`config.mk`:
```
export PLATFORM = sky130hd
export DESIGN_NAME = pipeline_ctrl
export DESIGN_NICKNAME = d
export VERILOG_FILES = /design/src/rtl/pipeline_ctrl_pkg.sv /design/src/rtl/pipeline_ctrl_fwd_unit.sv /design/src/rtl/pipeline_ctrl.sv
export SDC_FILE = /design/constraint.sdc
export NUM_CORES = 1
export LEC_CHECK = 0
export ABC_AREA = 1
export BUFFER_PORTS_ARGS = -buffer_cell sky130_fd_sc_hd__buf_2
export CELL_PAD_IN_SITES_DETAIL_PLACEMENT = 0
export CELL_PAD_IN_SITES_GLOBAL_PLACEMENT = 1
export CORE_MARGIN = 2
export CORE_UTILIZATION = 33
export DETAILED_ROUTE_END_ITERATION = 16
export PLACE_DENSITY = 0.75
export SYNTH_ARGS = -nofsm -noshare
export SYNTH_HDL_FRONTEND = slang
export SYNTH_SLANG_ARGS = --single-unit
```
`constraint.sdc`:
```
create_clock -name clk -period 1.6 [get_ports clk]
set_clock_uncertainty 0.1 [all_clocks]
set_input_delay 0.16 -clock clk [delete_from_list [all_inputs] [get_ports clk]]
set_output_delay 0.16 -clock clk [all_outputs]
set_load 0.02 [all_outputs]
```
`src/rtl/pipeline_ctrl_pkg.sv`:
```
// Shared MIPS datapath encodings used by the pipeline controller and its bench.
package pipeline_ctrl_pkg;

  // ID-stage operand forwarding selects
  localparam logic [1:0] FWD_NO      = 2'd0;
  localparam logic [1:0] FWD_ALU_EXE = 2'd1;
  localparam logic [1:0] FWD_ALU_MEM = 2'd2;
  localparam logic [1:0] FWD_MEM     = 2'd3;

  // PC source codes decided in ID; anything other than PC_NEXT redirects fetch
  localparam logic [2:0] PC_NEXT = 3'd0;
  localparam logic [2:0] PC_JUMP = 3'd1;
  localparam logic [2:0] PC_JR   = 3'd2;
  localparam logic [2:0] PC_BEQ  = 3'd3;
  localparam logic [2:0] PC_BNE  = 3'd4;

  localparam logic [4:0] GPR_ZERO = 5'd0;

  // Per-stage control vectors, bit order {IF, ID, EXE, MEM, WB}
  localparam logic [4:0] STG_NONE    = 5'b00000;
  localparam logic [4:0] STG_ALL     = 5'b11111;
  localparam logic [4:0] STG_WB      = 5'b00001;
  localparam logic [4:0] STG_ID      = 5'b01000;
  localparam logic [4:0] STG_EXE     = 5'b00100;
  localparam logic [4:0] STG_ID_EXE  = 5'b01100;
  localparam logic [4:0] STG_EXE_DWN = 5'b00111;

  // True when a source register read in ID is produced by a downstream writer
  function automatic logic reg_match(input logic [4:0] src, input logic used,
                                     input logic [4:0] dst, input logic wen);
    return used && wen && (src != GPR_ZERO) && (src == dst);
  endfunction

endpackage

```
`src/rtl/pipeline_ctrl_fwd_unit.sv`:
```
// Per-operand forwarding select: picks the youngest producer of one ID source
// register and flags a load in EXE that cannot be forwarded yet.
module pipeline_ctrl_fwd_unit
  import pipeline_ctrl_pkg::*;
(
  input  logic [4:0] src_addr,
  input  logic       src_used,
  input  logic [4:0] regw_addr_exe,
  input  logic       wb_wen_exe,
  input  logic       wb_data_src_exe,
  input  logic [4:0] regw_addr_mem,
  input  logic       wb_wen_mem,
  input  logic       wb_data_src_mem,
  output logic       load_hit,
  output logic [1:0] fwd_sel
);

  logic exe_hit;
  logic mem_hit;

  // EXE result shadows MEM result; a load in EXE has no data yet, so no select
  always_comb begin
    exe_hit  = reg_match(src_addr, src_used, regw_addr_exe, wb_wen_exe);
    mem_hit  = reg_match(src_addr, src_used, regw_addr_mem, wb_wen_mem);
    load_hit = exe_hit && wb_data_src_exe;
    fwd_sel  = FWD_NO;
    if (exe_hit) begin
      fwd_sel = wb_data_src_exe ? FWD_NO : FWD_ALU_EXE;
    end else if (mem_hit) begin
      fwd_sel = wb_data_src_mem ? FWD_MEM : FWD_ALU_MEM;
    end
  end

endmodule

```
`src/rtl/pipeline_ctrl.sv`:
```
// Hazard and sequencing controller for the 5-stage MIPS pipeline: stage
// flush/advance, operand forwarding, load-use stall, branch squash, data
// memory waits, interrupt entry and debug halt/step.
module pipeline_ctrl
  import pipeline_ctrl_pkg::*;
#(
  parameter bit DELAY_SLOT = 1'b0,
  parameter int CNT_W      = 32
) (
  input  logic             clk,
  input  logic             rst_n,
  input  logic [4:0]       id_rs_addr,
  input  logic [4:0]       id_rt_addr,
  input  logic             id_rs_used,
  input  logic             id_rt_used,
  input  logic             id_is_store,
  input  logic [2:0]       pc_src_ctrl,
  input  logic [4:0]       regw_addr_exe,
  input  logic             wb_wen_exe,
  input  logic             wb_data_src_exe,
  input  logic [4:0]       regw_addr_mem,
  input  logic             wb_wen_mem,
  input  logic             wb_data_src_mem,
  input  logic             mem_req,
  input  logic             mem_ack,
  input  logic             ir_req,
  input  logic             debug_halt,
  input  logic             debug_step,
  output logic             if_rst,
  output logic             id_rst,
  output logic             exe_rst,
  output logic             mem_rst,
  output logic             wb_rst,
  output logic             if_en,
  output logic             id_en,
  output logic             exe_en,
  output logic             mem_en,
  output logic             wb_en,
  output logic [1:0]       exe_fwd_a_ctrl,
  output logic [1:0]       exe_fwd_b_ctrl,
  output logic             fwd_m,
  output logic             ir_ack,
  output logic [CNT_W-1:0] stall_cnt
);

  typedef enum logic [2:0] {
    ST_INIT,
    ST_RUN,
    ST_MEM_WAIT,
    ST_HALT,
    ST_IRQ
  } ctrl_state_e;

  localparam logic [CNT_W-1:0] CNT_ONE = {{(CNT_W-1){1'b0}}, 1'b1};

  ctrl_state_e state;
  ctrl_state_e state_nxt;
  ctrl_state_e run_nxt;
  logic        step_q;
  logic        step_rise;

  logic        a_load;
  logic        b_load;
  logic [1:0]  a_sel;
  logic [1:0]  b_sel;
  logic        store_bypass;
  logic        load_use;
  logic        mem_stall;
  logic        branch_squash;

  logic [4:0]  run_rst;
  logic [4:0]  run_en;
  logic [4:0]  stage_rst;
  logic [4:0]  stage_en;

  pipeline_ctrl_fwd_unit u_fwd_a (
    .src_addr        (id_rs_addr),
    .src_used        (id_rs_used),
    .regw_addr_exe   (regw_addr_exe),
    .wb_wen_exe      (wb_wen_exe),
    .wb_data_src_exe (wb_data_src_exe),
    .regw_addr_mem   (regw_addr_mem),
    .wb_wen_mem      (wb_wen_mem),
    .wb_data_src_mem (wb_data_src_mem),
    .load_hit        (a_load),
    .fwd_sel         (a_sel)
  );

  pipeline_ctrl_fwd_unit u_fwd_b (
    .src_addr        (id_rt_addr),
    .src_used        (id_rt_used),
    .regw_addr_exe   (regw_addr_exe),
    .wb_wen_exe      (wb_wen_exe),
    .wb_data_src_exe (wb_data_src_exe),
    .regw_addr_mem   (regw_addr_mem),
    .wb_wen_mem      (wb_wen_mem),
    .wb_data_src_mem (wb_data_src_mem),
    .load_hit        (b_load),
    .fwd_sel         (b_sel)
  );

  // Hazard classification: a store only needs its rt as data, which can be
  // picked up from WB a cycle later, so a load feeding just the store data
  // does not stall.
  always_comb begin
    store_bypass  = b_load && id_is_store && !a_load;
    load_use      = a_load || (b_load && !store_bypass);
    mem_stall     = mem_req && !mem_ack;
    branch_squash = (pc_src_ctrl != PC_NEXT) && !DELAY_SLOT;
    step_rise     = debug_step && !step_q;
  end

  // One normal-operation cycle in priority order; halt is ignored while
  // already halted so a debug step can advance the pipe.
  always_comb begin
    run_rst = STG_NONE;
    run_en  = STG_ALL;
    run_nxt = ST_RUN;
    if (mem_stall) begin
      run_en  = STG_NONE;
      run_rst = STG_WB;
      run_nxt = ST_MEM_WAIT;
    end else if (debug_halt && (state != ST_HALT)) begin
      run_en  = STG_NONE;
      run_nxt = ST_HALT;
    end else if (ir_req && !load_use) begin
      run_nxt = ST_IRQ;
    end else if (load_use) begin
      run_en  = STG_EXE_DWN;
      run_rst = STG_EXE;
    end else if (branch_squash) begin
      run_rst = STG_ID;
    end
  end

  // Per-state stage controls, forwarding selects and next state
  always_comb begin
    stage_rst      = STG_NONE;
    stage_en       = STG_NONE;
    exe_fwd_a_ctrl = a_sel;
    exe_fwd_b_ctrl = b_sel;
    fwd_m          = store_bypass;
    ir_ack         = 1'b0;
    state_nxt      = state;
    case (state)
      ST_RUN: begin
        stage_rst = run_rst;
        stage_en  = run_en;
        state_nxt = run_nxt;
      end
      ST_MEM_WAIT: begin
        if (mem_ack) begin
          stage_rst = run_rst;
          stage_en  = run_en;
          state_nxt = run_nxt;
        end else begin
          stage_rst = STG_WB;
        end
      end
      ST_HALT: begin
        if (!debug_halt) begin
          stage_rst = run_rst;
          stage_en  = run_en;
          state_nxt = run_nxt;
        end else if (step_rise) begin
          stage_rst = run_rst;
          stage_en  = run_en;
          state_nxt = (run_nxt == ST_RUN) ? ST_HALT : run_nxt;
        end
      end
      ST_IRQ: begin
        stage_rst = STG_ID_EXE;
        stage_en  = STG_ALL;
        ir_ack    = 1'b1;
        state_nxt = ST_RUN;
      end
      default: begin
        stage_rst      = STG_ALL;
        exe_fwd_a_ctrl = FWD_NO;
        exe_fwd_b_ctrl = FWD_NO;
        fwd_m          = 1'b0;
        state_nxt      = ST_RUN;
      end
    endcase
  end

  assign {if_rst, id_rst, exe_rst, mem_rst, wb_rst} = stage_rst;
  assign {if_en, id_en, exe_en, mem_en, wb_en}      = stage_en;

  // Controller state register
  always_ff @(posedge clk or negedge rst_n) begin
    if (!rst_n) begin
      state <= ST_INIT;
    end else begin
      state <= state_nxt;
    end
  end

  // Previous debug_step level for rising-edge detection
  always_ff @(posedge clk or negedge rst_n) begin
    if (!rst_n) begin
      step_q <= 1'b0;
    end else begin
      step_q <= debug_step;
    end
  end

  // Saturating count of fetch-stalled cycles, excluding the post-reset flush
  always_ff @(posedge clk or negedge rst_n) begin
    if (!rst_n) begin
      stall_cnt <= '0;
    end else if ((state != ST_INIT) && !stage_en[4] && (stall_cnt != '1)) begin
      stall_cnt <= stall_cnt + CNT_ONE;
    end
  end

endmodule
```
==> flow_results.org, run 1 <==
** Clock network
- Htree depth :: 2
- Clock latency at the later pin of the worst-skew pair :: roughly 290 ps
- Maximum number of buffers from clock root to sink :: 2
- The clock drives 36 sinks.
- Clock tree from TritonCTS :: yes
- Clock-pin slew was measured on the worst setup and hold paths at 80 ps.
- Number of buffers created by CTS :: 5
- In this run the clock root is driven by a clkbuf_8.

** Place
- At the end of routability-driven placement, the weighted congestion stood at 0.906.
- Buffers placed on the I/O ports in this run total 84.
- DPL Wire Length :: approximately 8.5 mm
- OpenSTA, run right after detailed placement, puts the worst setup slack at -199 ps.
- Cell count after placement :: approximately 760
- Placement-stage cell area :: approximately 4500 um^2

** Worst setup path
- The worst setup path is captured at an output port.
- Origin of the worst setup path :: state[1]
- Family of cells with the greatest summed delay on the critical path :: simple AND/OR/NAND/NOR gates
- CP Class :: reg2out
- Worst Path Buf+Inv :: 3
- Data arrives at the worst endpoint at between 1500 and 2000 ps.
- In this run the worst path has a maximum fanout of 4.
- Data required time at the worst endpoint :: 1340 ps
- Origin of the critical flop-to-flop path :: state[1]
- The largest individual stage delay along the critical path comes from the cell dfrtp_1.
- STA classifies the critical path startpoint as a flop.
- Ordered cell list for the critical path :: inv_2, nor3_4, nor2_2, nor2_2, nand2_2, nand3_4, buf_6, nand3_2, nand2_2, buf_6
- On the worst path, the slowest cell contributes a delay of approximately 400 ps.

** GRT
- The number of antenna violations at the first check in global routing is 0.
- Entering global routing, the biggest net connects 34 pins.
- In the global route stage, overall resource usage came out at 0.229.
- Remaining global-route overflow :: 0
- The first global-routing pass estimated 18.3 mm of wire.
- The number of global-route vias before repair is 3,827.

** Final layout
- The finished layout holds 788 standard cells, fillers aside.
- The net count of the finished layout is 717.
- Final design area excluding fillers :: around 5200 um^2
- The repair_antennas step left the layout with diodes totalling 0.
- In the final layout, the share of cells above drive strength 1 is 0.474.
- The filler cells instantiated in the layout total about 850.
- Syn-to-layout area delta :: 69.8%

** Run status
- The run finished, with violations left.
- The final reports fail on setup timing.

** Pwr
- Power per Cell Area :: ~1200 nW/um^2
- Highest ir drop seen on vdd :: just under 0.0007 V
- Leak pwr :: 0.00278 uW

** Route
- Post-Route WL :: 11.6 mm
- Via count :: approximately 3,900
- WL per Instance :: 14.7 um
- For this run, the detailed router's first-pass iteration total came to 4.
- The count of nets left with antenna violations once routing finished came out at 0.
- Using the TritonRoute via totals, the vias-per-cell ratio works out to 4.90.
- Post-route DRC :: 0
- In this run, the number of DRC markers left after iteration 0 of detailed routing was 148.

** STA
- Relative max-transition margin :: 0.498
- For the finished layout, the period the worst path requires is around 2100 ps.
- The count of final hold-check violations was 0.
- Final clock period utilization by the worst path :: 1.28
- In the final timing run, aggregate negative setup slack is -15,410 ps.
- Setup repair after global routing could not meet its margin everywhere.
- Fmax :: 487 MHz
- Worst Slack Setup Final :: -455 ps
- The tightest hold path in the finished design has a slack of approximately 56 ps.
- The max-slew violation total from the final report was 0.
- At the pin with the least slew margin, the transition time is roughly 750 ps.
- Setup violations remaining at the end of the flow were counted as between 40 and 50.

** Floorplan
- Initial standard-cell utilization of the core :: 0.345
- The die is around 100 um wide.
- In this run the core area contains 34 standard-cell rows.
- From bottom edge to top edge, the die measures 99.9 um.
- Area of the die :: between 9000 and 10,000 um^2
- Number of top-level design ports :: 85
- The region available for standard cell placement spans between 8000 and 9000 um^2.

** Yosys
- The cell area that synthesis handed to floorplanning was approximately 3000 um^2.
- The share of the Yosys chip area taken by registers is 0.297.
- Number of storage elements in the synthesis netlist :: 36
- Cell count after synthesis :: 477
- Each instance of the synthesized netlist takes up on average 6.36 um^2.
- Syn. warnings :: 0
- The number of different library cells used by synthesis comes to 31.
- Number of nets in the synthesized netlist :: 515

** Hold path
- Worst hold path startpoint :: debug_halt
- The min-delay analysis places its worst path in the category in2reg.

** Run
- The tool flagged a number of max-cap violations equal to 0.
[per-stage QoR]
stage / util / power (uW)
floorplan: - / 2950
global placement: 0.508 / 4050
detailed placement: 0.508 / 4100
CTS: 0.550 / 5600
global route: 0.585 / 6720
finish: 0.585 / 6400
[what timing repair did]
item,CTS,global route
resized for setup,28,88
gates cloned,1,2
endpoints found under the hold margin,31,0
pin swaps,8,13
setup endpoints to repair,48,51
hold buffers,2,0
buffers inserted,15,6
[metal layers]
metal	GRT usage	wire length (um)	vias to the layer above
met5	0	0	-
met4	0.0253	88	0
met3	0.0292	488	6
met2	0.380	5480	77
met1	0.330	5510	1836
li1	-	-	1946
[flip-flops by register name, summed over array words and instances (netlist names)]
signal     count
state          3
stall_cnt     32
step_q         1
[logic make-up after synthesis]
family,share of synthesized area
AND/OR/NAND/NOR,0.487
XOR/XNOR,0.0866
adder cells (fa/ha/maj),0.00412
buffers and inverters,0.101
AO/OA/AOI/OAI,0.0243
flip-flops,0.297
[layout make-up]
type                    instances  area [um^2]  area share
clock buffers                   7         96.3      0.0187
clock inverters                 1         30.0     0.00583
inverters                      53          211      0.0410
multi-input cells             372         2160       0.420
flip-flops and latches         36          918       0.178
well taps                     108          135      0.0262
repair buffers                211         1600       0.310
[worst reg2reg max path: cells and delay by family (launching register included)]
kind / cells / cell delay (ps)
flops: 1 / 400
simple gates: 9 / 970
buf+inv: 3 / 410
[placed cells by master (no fill, tap or decap), types with 5 or more instances in the layout]
master / synthesis / routed
buf_12: 0 / 5
nand3_1: 24 / 21
nand2_1: 176 / 126
buf_6: 3 / 13
nand3_2: 3 / 5
nor2_1: 50 / 44
nand4_1: 38 / 38
xor2_1: 23 / 23
dfrtp_1: 36 / 22
nor3_1: 20 / 16
xnor2_1: 7 / 7
buf_2: 6 / 69
clkbuf_8: 0 / 7
dfrtp_2: 0 / 14
buf_4: 5 / 117
nor2_2: 5 / 7
inv_2: 2 / 6
inv_1: 50 / 45
nand2_4: 1 / 15
nand2_2: 0 / 36
[worst paths after layout]
| kind | cells past startpoint | endpoint | slack, ps |
|---|---|---|---|
| max | 10 | id_rst | -460 |
| max reg2reg | 12 | stall_cnt[3] | -350 |
| min | 3 | state[0] | 60 |
| min in group asynchronous | 2 | stall_cnt[28] | 380 |
| max in group asynchronous | 3 | stall_cnt[22] | 440 |
| min reg2reg | 2 | stall_cnt[2] | 460 |
[report_power, final]
group | internal (uW) | leakage (uW) | switching [uW]
sequential | 1020 | 0.000467 | 136
combinational | 2040 | 0.00225 | 2280
clock | 551 | 0.0000645 | 365
[synth_stat cells]
library cell	instances	area, um^2
dfrtp_1	36	901
nand3_4	1	17.5
ha_1	1	12.5
clkbuf_1	2	7.51
buf_6	3	33.8
buf_2	6	30.0
nand4_1	38	238
nand3_1	24	120
nor3_4	1	16.3
xor2_1	23	201
inv_1	50	188
nand3b_1	1	7.51
a31oi_1	1	6.26
a21oi_1	6	30.0
o211ai_1	1	7.51
nand4_2	1	12.5
o2111ai_1	1	8.76
nand2_4	1	11.3
or2_2	1	6.26
nor4_1	6	37.5
nor2_2	5	31.3
o21ai_0	3	15.0
o22ai_1	1	6.26
nor3_1	20	100
inv_2	2	7.51
clkinv_1	1	3.75
xnor2_1	7	61.3
buf_4	5	37.5
nor2_1	50	188
nand2_1	176	661
nand3_2	3	30.0
Note: power is estimated with default switching activity, not from simulation.
==> run 2: changes to the inputs <==
- BUFFER_PORTS_ARGS: -buffer_cell sky130_fd_sc_hd__buf_2 -> unset
- CORE_UTILIZATION: 33 -> 34
- DONT_BUFFER_PORTS: unset -> 1
- PLACE_DENSITY: 0.75 -> 0.66
- SYNTH_HIERARCHICAL: unset -> 1
==> flow_results.org, run 2 <==
** Run status
- Status :: complete, but fails checks
- The checks that failed: hold timing, setup timing.

** Yosys
- Number of nets in the synthesized netlist :: 615 (+19%)
- Cell types with the highest counts after synthesis :: 254 x nand2_1, 76 x nor2_1, 70 x inv_1
- Most instantiated library cell after synthesis :: nand2_1
- Synth Area per Inst :: 5.69 um^2 (-11%)
- Fraction of the yosys area taken by sequential cells :: 0.274 (-0.0226)
- Async set-reset flop share out of synthesis :: 1.00 (unchanged)
- The distinct cell type count of the synthesized netlist was 30 (-3.2%).
- The top cell type's share of synthesized area is 0.290 (-0.00662).
- In the synthesized netlist the dominant register cell turns out to be dfrtp_1.
- The largest total area in the synthesized netlist belongs to nand2_1.
- Number of flops mapped to enable cells by yosys :: 0 (unchanged)
- Sorting the synthesized cells by area gives the leading types as nand2_1 29%, dfrtp_1 27%, nor2_1 8.7%, inv_1 8.0%, nand4_1 6.5%.
- Cell count after synthesis :: 577 (+21%)
- The number of register bits inferred by synthesis was 36 (unchanged).
- Syn. warnings :: 6 (+6)
- Post-synth design cell area :: 3280 um^2 (+8.2%)

** GRT
- The maximum number of pins on one net before global-route repair was 37 (+8.8%).
- The global-route wire length before repair was 17.7 mm (-3.7%).
- The number of antenna violations at the first check in global routing is 0 (unchanged).
- The number of global-route vias before repair is 3,883 (+1.5%).
- Remaining global-route overflow :: 0 (unchanged)
- Tot GR Track Use :: 0.212 (-0.0169)

** Floorplan
- Chip Height :: 102 um (+2.4%)
- The core area is 9330 um^2 (+5.9%).
- The die footprint is 10,500 um^2 (+4.9%).
- Width of the die :: 102 um (+2.4%)
- Site Rows :: 35 (+2.9%)
- Number of top-level design ports :: 85 (unchanged)
- The initial core utilization came to 0.352 (+0.00755).

** Route
- Post-detailed-route count of antenna-violating nets :: 0 (unchanged)
- WL per Instance :: 13.0 um (-11%)
- The post-detailed-route DRC marker count was 0 (unchanged).
- The first-pass detailed-route iteration total is 5 (+1).
- Number of DRC markers in iteration 0 :: 158 (+6.8%)
- Vias per std cell :: 4.78 (-2.5%)
- The count of vias placed by the detailed router is 3,925 (+1.6%).
- The wire length after detailed routing came to 10.7 mm (-7.8%).

** STA
- The count of final hold-check violations came to 1 (+1).
- The time the worst path needs with I/O delays and setup was 1790 ps (-261 ps).
- The final total negative setup slack is -5020 ps (+10,390 ps).
- Worst Slack Setup Final :: -194 ps (+261 ps)
- The relative slew slack is 0.775 (+0.277).
- Setup repair after global routing could not meet its margin everywhere.
- Hold Slack :: -39.8 ps (-95.7 ps)
- Fmax :: 557 MHz (+15%)
- The final critical-path share of the clock period came to 1.12 (-0.163).
- Final Setup Violations :: 48 (+2.1%)
- The max-slew violation total from the final report came to 0 (unchanged).
- Pin slew with the least headroom to its limit :: 333 ps (-420 ps)

** Place
- The number of I/O port buffers came to 0 (-100%).
- The HPWL reported at the end of detailed placement was 8.29 mm (-3.0%).
- The placer congestion estimate was 0.972 (+7.2%).
- Worst setup timing slack at the placement stage :: -207 ps (-8.10 ps)

** Worst setup path
- The worst setup path is captured at an output port.
- STA classifies the critical path startpoint as a flop.
- Data required time at the worst endpoint :: 1340 ps (about the same)
- Crit-path max FO :: 4 (unchanged)
- The arrival time of the worst setup path is 1530 ps (-270 ps).
- CP Class :: reg2out

** Pwr
- The power density over the cells came to 1120 nW/um^2 (-9.8%).
- Post-layout total power :: 5380 uW (-16%)
- Highest ir drop seen on vdd :: 0.00131 V (+90%)
- Leak pwr :: 0.00245 uW (-12%)

** Clock network
- The latest clock arrival within the worst-skew pair came to 300 ps (about the same).
- Maximum number of buffers from clock root to sink :: 2 (unchanged)
- The tree is rooted in a clkbuf_8.
- The clock-pin slew on the worst setup and hold paths was 80 ps (about the same).
- The total number of H-tree levels was 2 (unchanged).
- The clock sink count came to 36 (unchanged).
- The number of buffers inserted during clock tree synthesis came to 5 (unchanged).
- The count of hold-fix buffers inserted at cts is 3 (+1).
- Clock tree from TritonCTS :: yes

** Final layout
- The library cells used most frequently in the layout, excluding fill and tap cells, are 223 x nand2_1, 102 x buf_4, 64 x inv_1, 61 x nor2_1, 34 x nand4_1.
- Syn-to-layout area delta :: 46.3%
- Leaving out fill and tap cells, the most frequent cell in the layout is nand2_1.
- Biggest regs :: stall_cnt (32), state (3), step_q (1)
- stall_cnt holds more flip-flops than any other register.
- The layout cell share with drive strength beyond 1 is 0.325 (-0.148).
- The number of flip-flops in the largest register is 32 (unchanged).
- The count of inserted antenna diode cells came to 0 (unchanged).
- Fin nets :: 729 (+1.7%)

** Run
- Max Cap Viol :: 0 (unchanged)

** Hold path
- Class of the worst hold path :: in2reg
## run 2: cell types whose count changed in the layout (fill, tap and decap cells not counted), moves of 9 or more
| cell | previous run | this run |
|---|---|---|
| inv_1 | 45 | 64 |
| nand2_2 | 36 | 27 |
| nand2_1 | 126 | 223 |
| nor2_1 | 44 | 61 |
| buf_4 | 117 | 102 |
| nor3_1 | 16 | 2 |
| xor2_1 | 23 | 2 |
| buf_2 | 69 | 0 |
## run 2: path summary, 6_finish.rpt
path | start | end | slack, ps | cells past startpoint
min in group asynchronous | rst_n | stall_cnt[0] | 210 | 2
setup reg to reg | state[1] | stall_cnt[21] | -110 | 12
hold reg to reg | stall_cnt[14] | stall_cnt[14] | 490 | 2
setup / recovery | state[2] | id_rst | -190 | 8
hold / removal | debug_halt | state[2] | -40 | 3
max in group asynchronous | rst_n | state[0] | 960 | 2
## run 2: worst max-delay path, stage by stage (launching register included)
cell and delay (ps):
dfrtp_1 390, inv_2 90, nand3_4 110, a21oi_4 160, nand2_2 80, nand2_4 80
inv_2 60, o21ai_2 130, buf_6 130
## run 2: timing repair
| action | CTS | global route |
|---|---|---|
| gates resized for setup | 30 | 43 |
| endpoints found under the setup margin | 48 | 50 |
| gates cloned | 0 | 1 |
| hold endpoints to repair | 38 | 1 |
| setup buffers | 6 | 5 |
| pin swaps | 7 | 10 |
## run 2: through the flow
stage	std cells	hold WS (ps)	area (um^2)	util
global placement	798	-234	4330	0.464
global route	821	-30.2	4810	0.515
CTS	815	-56.7	4610	0.494
floorplan	577	-236	3420	-
finish	821	-39.8	4810	0.515
detailed placement	798	-234	4330	0.464
## run 2: power by group
group	total, uW	switching (uW)	internal (uW)
logic	3460	1930	1530
registers	1160	137	1030
clock network	754	360	394
## run 2: area by class of cell
type,instances,area (um^2)
Fill cell,1005,4520
Multi-Input combinational cell,446,2260
Timing Repair Buffer,123,1070
Sequential cell,36,912
Inverter,79,299
Tap cell,129,161
Clock buffer,8,100
## run 2: routing by layer
metal / part of all wire / vias to the layer above / GRT usage
li1: - / 2012 / -
met1: 0.42 / 1793 / 0.257
met2: 0.51 / 112 / 0.391
met3: 0.061 / 8 / 0.0369
met4: 0.0088 / 0 / 0.0462
met5: 0 / - / 0
## run 2: cells by family after synthesis
kind of cell	count (synthesis)	share of synthesized area
AND/OR/NAND/NOR	415	0.536
buffers and inverters	95	0.122
flip-flops	36	0.274
AO/OA/AOI/OAI	19	0.0343
XOR/XNOR	11	0.0293
adder cells (fa/ha/maj)	1	0.00381
==> run 3: changes to the inputs <==
- CTS_CLUSTER_DIAMETER: unset -> 30
- PLACE_DENSITY: 0.66 -> unset
- PLACE_DENSITY_LB_ADDON: unset -> 0.3
- SKIP_LAST_GASP: unset -> 1
==> flow_results.org, run 3 (synthesis gave the netlist of run 2 again) <==
** Run status
- Status :: complete, but fails checks
- The final reports fail on setup timing.

** GRT
- The number of antenna violations at the first check in global routing was 0 (unchanged).
- Pin count of the biggest net entering global routing :: 37 (unchanged)
- The global-route usage over all layers is 0.220 (+0.00815).
- The number of global-route vias before repair is 3,877 (-0.15%).
- The global-route wire length before repair came to 18.3 mm (+3.4%).
- Remaining global-route overflow :: 0 (unchanged)

** Final layout
- Antenna diode count :: 0 (unchanged)
- The net count reported at finish was 717 (-1.6%).
- The top cell types in the final layout, fill and taps aside, are 205 x nand2_1, 92 x buf_4, 64 x inv_1, 61 x nor2_1, 43 x nand2_2.
- Non-filler instance count after layout :: 809 (-1.5%)
- The number of flip-flops in the largest register was 32 (unchanged).
- Biggest regs :: stall_cnt (32), state (3), step_q (1)
- Syn-to-layout area delta :: 46.6%
- Share of layout cells above drive strength 1 :: 0.337 (+0.0116)
- Most common cell after layout, fill and taps aside :: nand2_1
- Register with the most flip-flops :: stall_cnt

** Route
- The number of DRC markers after the initial detailed-route iteration came to 140 (-11%).
- 1st-pass router iterations :: 4 (-1)
- Post-Route WL :: 11.1 mm (+3.8%)
- The wire length per cell came to 13.7 um (+5.3%).
- Post-detailed-route count of antenna-violating nets :: 0 (unchanged)
- Via count :: 3,862 (-1.6%)
- The post-detailed-route DRC marker count is 0 (unchanged).
- Vias per std cell :: 4.77 (-0.15%)

** Floorplan
- The initial core utilization was 0.352 (unchanged).
- Number of top-level design ports :: 85 (unchanged)
- Floorplan Core Area :: 9330 um^2 (unchanged)
- Site Rows :: 35 (unchanged)
- Width of the die :: 102 um (unchanged)
- Area of the die :: 10,500 um^2 (unchanged)
- The overall die height was 102 um (unchanged).

** Place
- Final Wtd Congestion :: 0.944 (-2.9%)
- DPL Wire Length :: 8.12 mm (-2.1%)
- I/O Buffers :: 0 (unchanged)
- Worst setup timing slack at the placement stage :: -186 ps (+20.4 ps)
- Cell count after placement :: 785 (-1.6%)

** Clock network
- Register clock-pin slew on the reported worst setup and hold paths :: 80 ps (about the same)
- Clock latency at the later pin of the worst-skew pair :: 290 ps (about the same)
- TritonCTS built the clock tree.
- Htree depth :: 2 (unchanged)
- Cell chosen for the clock root :: clkbuf_8
- The clock sink count came to 36 (unchanged).
- Number of buffers created by CTS :: 5 (unchanged)
- The deepest clock path buffer count came to 2 (unchanged).

** Pwr
- Power per Cell Area :: 1200 nW/um^2 (+7.6%)
- The leakage power was 0.00246 uW (+0.19%).
- Highest ir drop seen on vdd :: 0.00123 V (-6.3%)

** Worst setup path
- The largest individual stage delay along the critical path comes from the cell dfrtp_2.
- The worst setup path is launched from a flop.
- Traced cell by cell, the critical path runs through nor2_4, inv_4, nor2_4, nor2_2, buf_12, nor3_4.
- The most numerous cell type found on the critical path is nor2_4.
- The critical path required time was 1340 ps (about the same).
- The critical path is of the reg2out type.
- Crit path DAT :: 1570 ps (+40 ps)
- The biggest cell delay along the critical path is 460 ps (+70 ps).
- Crit-path max FO :: 7 (+3)
- STA classifies the critical path endpoint as an output port.

** Hold path
- The min-delay analysis places its worst path in the category in2reg.

** Run
- The number of max-cap violations was 0 (unchanged).

** STA
- Final count of hold timing violations :: 0 (-1)
- The time the worst path needs with I/O delays and setup is 1830 ps (+39.6 ps).
- Setup repair after global routing could not meet its margin everywhere.
- The achievable clock frequency was 545 MHz (-2.2%).
- The relative slew slack came to 0.737 (-0.0375).
- The total of endpoints with negative setup slack in the final report is 45 (-6.3%).
- The max-slew violation total from the final report was 0 (unchanged).
- The setup slack after layout came to -234 ps (-39.6 ps).
- The slew at the pin with the worst max-slew slack was 394 ps (+61.4 ps).
- The final critical-path share of the clock period came to 1.15 (+0.0248).
==> run 3: changes by cell type in the layout (fill, tap and decap cells not counted), moves of 6 or more <==
cell,change
nand2_2,+16
nand2_1,-18
buf_4,-10
buf_6,-6
==> run 3: timing repair <==
action,4_1_cts,5_1_grt
gates cloned,3,0
endpoints found under the setup margin,48,51
pin swaps,1,16
hold buffers,4,0
gates resized for setup,10,77
endpoints found under the hold margin,39,0
setup buffers,10,3
==> run 3: report_power, final <==
part	switching [uW]	total [uW]	internal, uW
Combinational	2070	3730	1660
Sequential	142	1170	1030
Clock	350	900	551
Total	2560	5800	3240
==> run 3: through the flow <==
| step | instance area, um^2 | setup TNS, ps | hold slack, ps | utilization | total power [uW] |
|---|---|---|---|---|---|
| final | 4810 | -6900 | 9.84 | 0.516 | 5800 |
| after global routing | 4810 | -11210 | 21.5 | 0.516 | 6100 |
| after CTS | 4610 | -6730 | 41.9 | 0.495 | 5540 |
| after detailed placement | 4230 | -5750 | -235 | 0.454 | 3760 |
| after global placement | 4230 | -4240 | -235 | 0.454 | 3730 |
| after floorplan | 3420 | -722 | -236 | - | 2890 |
==> run 3: routing by layer <==
layer / vias to the layer above / GRT usage / part of all wire
met5: - / 0 / 0
met2: 111 / 0.391 / 0.49
met4: 0 / 0.0708 / 0.020
li1: 1997 / - / -
met3: 18 / 0.0492 / 0.056
met1: 1736 / 0.264 / 0.43
==> run 3: cell type report <==
cell class	count	area, um^2
fill	946	4510
multi-input combinational	446	2300
tap	129	161
clock buffer	7	96.3
sequential	36	911
inverter	79	299
timing repair buffer	111	1010
clock inverter	1	30.0
==> run 3: path summary, 6_finish.rpt <==
kind / start / end / slack, ps / depth (start not counted)
max: state[1] / fwd_m / -230 / 6
min: ir_req / state[2] / 10 / 3
max reg2reg: state[1] / stall_cnt[26] / -170 / 13
min reg2reg: stall_cnt[15] / stall_cnt[15] / 540 / 3
max in group asynchronous: rst_n / stall_cnt[5] / 960 / 2
min in group asynchronous: rst_n / stall_cnt[17] / 220 / 2
==> run 3: worst max-delay path: cells and delay by family, from the launching register on <==
kind,cells,cell delay (ps)
and+or+nand+nor,4,620
buffers and inverters,2,200
DFF,1,460
